<file path="src/rtl/hil_step_scheduler.sv">
// HIL plant step sequencer: prescaled tick -> en_elec -> settle -> en_mech -> settle -> sample handshake.
// Optional build macro HIL_SCHED_STEP_LIMIT_EN adds step_limit/done to stop after a fixed number of steps.
module hil_step_scheduler #(
    parameter int N_BITS_DIV    = 16,
    parameter int SETTLE_CYCLES = 2,
    parameter int N_BITS_STEP   = 32
) (
    input  logic                   clk,
    input  logic                   nrst,
    input  logic                   run,
    input  logic                   single,
    input  logic [N_BITS_DIV-1:0]  div,
    input  logic                   clear_ovr,
    output logic                   en_elec,
    output logic                   en_mech,
    output logic                   sample_valid,
    input  logic                   sample_ready,
    output logic [N_BITS_STEP-1:0] step_count,
    output logic                   busy,
`ifdef HIL_SCHED_STEP_LIMIT_EN
    output logic                   overrun,
    input  logic [N_BITS_STEP-1:0] step_limit,
    output logic                   done
`else
    output logic                   overrun
`endif
);

    localparam logic [2:0] S_IDLE   = 3'd0;
    localparam logic [2:0] S_ELEC   = 3'd1;
    localparam logic [2:0] S_SET_E  = 3'd2;
    localparam logic [2:0] S_MECH   = 3'd3;
    localparam logic [2:0] S_SET_M  = 3'd4;
    localparam logic [2:0] S_SAMPLE = 3'd5;

    localparam logic [3:0] SETTLE_LAST = 4'(SETTLE_CYCLES - 1);

    logic [2:0]            state;
    logic [2:0]            state_next;
    logic [N_BITS_DIV-1:0] cnt;
    logic [3:0]            settle_cnt;
    logic                  settle_last;
    logic                  run_gated;
    logic                  single_gated;
    logic                  tick;
    logic                  request;
    logic                  handshake;

    assign handshake = sample_valid && sample_ready;

`ifdef HIL_SCHED_STEP_LIMIT_EN
    logic [N_BITS_STEP-1:0] step_limit_q;

    // Once the limit is reached, both request sources are blocked until the limit is rewritten.
    assign run_gated    = run & ~done;
    assign single_gated = single & ~done;

    always_ff @(posedge clk) begin
        if (!nrst) begin
            done         <= 1'b0;
            step_limit_q <= '0;
        end else begin
            step_limit_q <= step_limit;
            if (step_limit != step_limit_q) begin
                done <= 1'b0;
            end else if (handshake && (step_limit != '0) &&
                         ((step_count + N_BITS_STEP'(1)) == step_limit)) begin
                done <= 1'b1;
            end
        end
    end
`else
    assign run_gated    = run;
    assign single_gated = single;
`endif

    assign tick        = run_gated && (cnt == div);
    assign request     = tick || (single_gated && !run_gated);
    assign settle_last = (settle_cnt == SETTLE_LAST);

    always_ff @(posedge clk) begin
        if (!nrst) begin
            cnt <= '0;
        end else if (!run_gated || tick) begin
            cnt <= '0;
        end else begin
            cnt <= cnt + 1'b1;
        end
    end

    always_comb begin
        state_next = state;
        case (state)
            S_IDLE:   if (request) state_next = S_ELEC;
            S_ELEC:   state_next = S_SET_E;
            S_SET_E:  if (settle_last) state_next = S_MECH;
            S_MECH:   state_next = S_SET_M;
            S_SET_M:  if (settle_last) state_next = S_SAMPLE;
            S_SAMPLE: if (handshake) state_next = S_IDLE;
            default:  state_next = S_IDLE;
        endcase
    end

    always_ff @(posedge clk) begin
        if (!nrst) begin
            settle_cnt <= '0;
        end else if (((state == S_SET_E) || (state == S_SET_M)) && !settle_last) begin
            settle_cnt <= settle_cnt + 1'b1;
        end else begin
            settle_cnt <= '0;
        end
    end

    // Outputs are registered from the next state so they are glitch-free and line up with the state.
    always_ff @(posedge clk) begin
        if (!nrst) begin
            state        <= S_IDLE;
            en_elec      <= 1'b0;
            en_mech      <= 1'b0;
            sample_valid <= 1'b0;
            busy         <= 1'b0;
        end else begin
            state        <= state_next;
            en_elec      <= (state_next == S_ELEC);
            en_mech      <= (state_next == S_MECH);
            sample_valid <= (state_next == S_SAMPLE);
            busy         <= (state_next != S_IDLE);
        end
    end

    always_ff @(posedge clk) begin
        if (!nrst) begin
            step_count <= '0;
        end else if (handshake) begin
            step_count <= step_count + 1'b1;
        end
    end

    // A tick that finds the sequencer busy is dropped; setting takes priority over clearing.
    always_ff @(posedge clk) begin
        if (!nrst) begin
            overrun <= 1'b0;
        end else if (tick && (state != S_IDLE)) begin
            overrun <= 1'b1;
        end else if (clear_ovr) begin
            overrun <= 1'b0;
        end
    end

endmodule

</file>
<file path="config.mk">
export PLATFORM = sky130hd
export DESIGN_NAME = hil_step_scheduler
export DESIGN_NICKNAME = d
export VERILOG_FILES = /design/src/rtl/hil_step_scheduler.sv
export SDC_FILE = /design/constraint.sdc
export NUM_CORES = 1
export LEC_CHECK = 0
export ABC_AREA = 1
export CORE_MARGIN = 2
export CORE_UTILIZATION = 53
export DETAILED_ROUTE_END_ITERATION = 10
export GPL_TIMING_DRIVEN = 0
export PLACE_DENSITY = 0.79
export SYNTH_ARGS = -nofsm -noshare
export SYNTH_HDL_FRONTEND = slang
export SYNTH_SLANG_ARGS = --single-unit
export TNS_END_PERCENT = 50
</file>
<file path="constraint.sdc">
create_clock -name clk -period 2 [get_ports clk]
set_input_delay 0.2 -clock clk [delete_from_list [all_inputs] [get_ports clk]]
set_output_delay 0.2 -clock clk [all_outputs]
set_load 0.01 [all_outputs]
</file>
# Word-level counts from Yosys, hierarchy flattened
# Index checks and enable logic that the tools add are counted.
# op_classes
add_sub_neg	3
mul	0
n_div	0
order_cmp	0
eq_ne	10
shift	0
mux	7
bitwise	1
n_reduce_logical	16
# op_table
op	n
$add A32 B1 Y32 const B	1
$pmux W3 S6	1
$add A16 B1 Y16 const B	1
$eq A16 B16 Y1	1
$mux W3	4
$eq A3 B2 Y1 const B	3
$eq A3 B3 Y1 const B	3
$eq A3 B1 Y1 const B	2
$reduce_bool A3 Y1	2
$logic_and A1 B1 Y1	5
$add A4 B1 Y4 const B	1
$eq A4 B1 Y1 const B	1
$logic_not A3 Y1	1
$logic_or A1 B1 Y1	3
$logic_not A1 Y1	2
$mux W1	2
$reduce_and A2 Y1	1
$reduce_bool A2 Y1	1
$reduce_or A2 Y1	1
$not A1 Y1	1
# totals
ff_bits	60
latchBits	0
ramBits	0
rom_bits	0
in_bits	22
output_inout_bits	37
word_cells	46
memories	0

# Longest topological paths before layout
# Gate-level depths: netlist (run 1).
# logic_depth
ltp_word	6
mapped_depth	12
ltp_nobuf	12

# Least setup slack after synthesis (run 1)
# Ideal clock, no wire load.
# synth_path
path_type	register to register
start	register step_count[0]
end	register step_count[20]
setup_time_ps	129
arrival_ps	1383
path_slack_ps	488
stages_incl_launch_ff	9
n_path_buf	0
path_cell_list	dfxtp_1 -> ha_1 -> nand4_2 -> nor2_4 -> nand3_2 -> inv_2 -> nand3_1 -> nand2_1 -> nor2_1
# synth_via
elab_chain_cells	1
# synth_rtl
item	line	rtl
from (decl)	18	output logic [N_BITS_STEP-1:0] step_count,
from (signal assigned)	135	step_count <= step_count + 1'b1;
$add A32 B1 Y32	135	
# No other way between the ends.
# A chain may end at the register's enable or synchronous reset.

# Worst setup path in the final report (run 1)
# Same ends and word-level chain as after synthesis.

==> impl_metrics.toml, run 1 <==
[run_status]
status = "completed"

[cts]
cts_buffer_depth = 2
clock_latency_ps = 330
cts_hold_buf = 0
clk_pin_slew_ps = 70
cts.repair.resized = 0
cts_tree = "built"
cts_sinks = 60
clockRootBuffer = "clkbuf_8"
htree_levels = 3
numCtsBuffers = 9
postCtsSetupRepairBufs = 0

[timing]
tns_ps = 0
fmax_mhz = 582
timing_hold_violations_final = 0
fin_crit_ps = 1720
tightestPinTransition_ps = 550
slew_headroom_pct = 63.3
slew_violations = 0
fin_skew_ps = 8.40
setup_viol = 0
whs_ps = 467
layout_worst_path_cycle_share_pct = 86.0
rsz0062_at_grt = "false"

[floorplan]
rows = 29
core_sq_um = 6310
pin_count = 59
start_util_pct = 54.7
die_x_microns = 84.8
die_area_sq_um = 7180
die_h_microns = 84.8

[logic_synthesis]
synth.top_cell.area_share_pct = 34.8
synth_nets = 577
ys_seq_area_share_pct = 34.8
yosysTopAreaCell = "dfxtp_1"
yosysUniqueCellTypes = 31
synth-seq-cells = 60
synth_area_leaders = "dfxtp_1, nand2_1, nor2_1"
avgSynthCellArea_sq_um = 6.27
syn_area_sq_um = 3460
yosysWarnings = 0
syn_inst = 551

[critical_path]
cp_num_buf_inv = 1
cp_data_arrival_time_ps = 1930
cp_cell_sequence = "ha_1 > nand4_2 > nor2_4 > nand3_2 > inv_2 > nand3_1 > nand2_1 > nor2_1"
crit_path_max_fanout = 7
critPathRequiredTime_ps = 2210
crit_family = "simple AND/OR/NAND/NOR gates"
cp-start-kind = "flip-flop"
critPathMaxStageDelay_ps = 470
rrSetupSlack_ps = 280
worstSetupEndpointType = "flip-flop"
crit_type = "flip-flop to flip-flop"
slowest_stage = "dfxtp_1"

[power]
cellLeakagePower_nw = 1.64
max-vdd-ir-drop_uv = 488
p_per_area_nw_per_um2 = 561

[layout]
nFillCells = 575
drive_gt1_share_pct = 8.52
fin_nets = 646
final_area_sq_um = 4310
areaGrowthSynthToFinish_pct = 24.7
diodes = 0
fin_cells = 699

[detailed_routing]
antenna_left = 0
wl_mm = 8.06
drt_pass1_iterations = 4
num_vias = 3493
drt-initial-drc-count = 189
drt-vias-per-instance = 5.00
routedWlPerCell_microns = 11.5
drc = 0

[grt]
grt-ovfl-total = 0
grt_max_degree = 11
grt.total_usage_pct = 23.9
grt_pass1_wl_mm = 14.1
antenna_found_initial = 0
grt_pass1_vias = 3323

[hold_path]
hold_class = "flip-flop to flip-flop"

[place]
dp_cells = 686
place_area_sq_um = 4130
place_hpwl_mm = 6.31
io_buffers = 58
gp_congestion = 0.915

[run]
max_cap_violations = 0
-- flip-flops by register name, indices dropped and copies added, names as in the netlist, 3 cells and up --
name        flops
step_count     32
cnt            16
settle_cnt      4
state           3
-- final timing paths --
| check | end | depth (start not counted) | start |
|---|---|---|---|
| setup / recovery | step_count[20] | 8 | step_count[0] |
| hold / removal | settle_cnt[0] | 1 | settle_cnt[0] |
| setup reg to reg | step_count[20] | 8 | step_count[0] |
| hold reg to reg | settle_cnt[0] | 1 | settle_cnt[0] |
-- final cells by class --
type / instances / area (sq um) / area share, %
multi-input combinational: 409 / 1940 / 45.1
sequential: 60 / 1200 / 27.9
timing repair buffer: 58 / 581 / 13.5
inverter: 75 / 282 / 6.53
clock buffer: 10 / 138 / 3.19
tap: 77 / 96.3 / 2.24
clock inverter: 3 / 40.0 / 0.929
buffer: 7 / 31.3 / 0.726
-- cell usage in the layout, fill, tap and decap left out, drive strengths merged, types with 8 or more instances in the layout --
cell type and instances:
o21ai 17, inv 75, a21oi 31, nor3 20
nor2 85, clkdlybuf4s50 58, nand4 8, nand2 198
dfxtp 60, nand3 22, xor2 10, clkbuf 15
-- kinds of logic (layout without fill, tap and decap cells) --
family | count (synthesis) | in the layout | share of synthesized area [%]
simple gates | 342 | 342 | 44.0
buf+inv | 82 | 153 | 9.05
flops | 60 | 60 | 34.8
compound gates | 52 | 52 | 8.00
xor+xnor | 11 | 11 | 2.79
fa+ha+maj | 4 | 4 | 1.45
-- Yosys cell counts --
master    count
a21boi_1      2
a21oi_1      31
and3_1        1
buf_2         1
buf_4         1
clkbuf_1      5
dfxtp_1      60
ha_1          4
inv_1        65
inv_2        10
nand2_1     191
nand2_2       6
nand2_4       1
nand3_1      19
nand3_2       3
nand3b_1      7
nand4_1       7
nand4_2       1
nor2_1       77
nor2_2        4
nor2_4        4
nor3_1       13
nor3_2        5
nor3_4        2
nor4_1        1
o21ai_0      16
o21ai_1       1
o21ba_2       1
o21bai_2      1
xnor2_1       1
xor2_1       10
-- power breakdown --
group	switching, mW	internal [mW]	leakage (nW)	total, mW
clock	0.451	0.584	0.0939	1.03
combinational	0.0845	0.0796	1.07	0.164
sequential	0.00843	1.21	0.484	1.22
total	0.544	1.87	1.64	2.42
-- per-stage QoR --
| stage | power, mW | worst slack [ps] | utilization [%] |
|---|---|---|---|
| after floorplan | 1.33 | 488 | - |
| after global placement | 1.40 | 133 | 65.5 |
| after detailed placement | 1.41 | 106 | 65.5 |
| after CTS | 2.43 | 279 | 68.3 |
| after global routing | 2.51 | 130 | 68.3 |
| final | 2.42 | 281 | 68.3 |
-- metal layers --
layer | part of all wire (%) | global-route usage, % | vias to the layer above
met1 | 49 | 31.7 | 1552
met3 | 5.4 | 4.52 | 11
li1 | - | - | 1850
met4 | 1.3 | 7.50 | 0
met2 | 45 | 39.4 | 80
met5 | 0 | 0 | -
(Power assumes the default switching activity.)
==> inputs of run 2 (changes only) <==
- SETUP_SLACK_MARGIN: not set -> 0.1
==> results of run 2 <==
No change in the layout: final DEF, timing and power equal those of run 1.
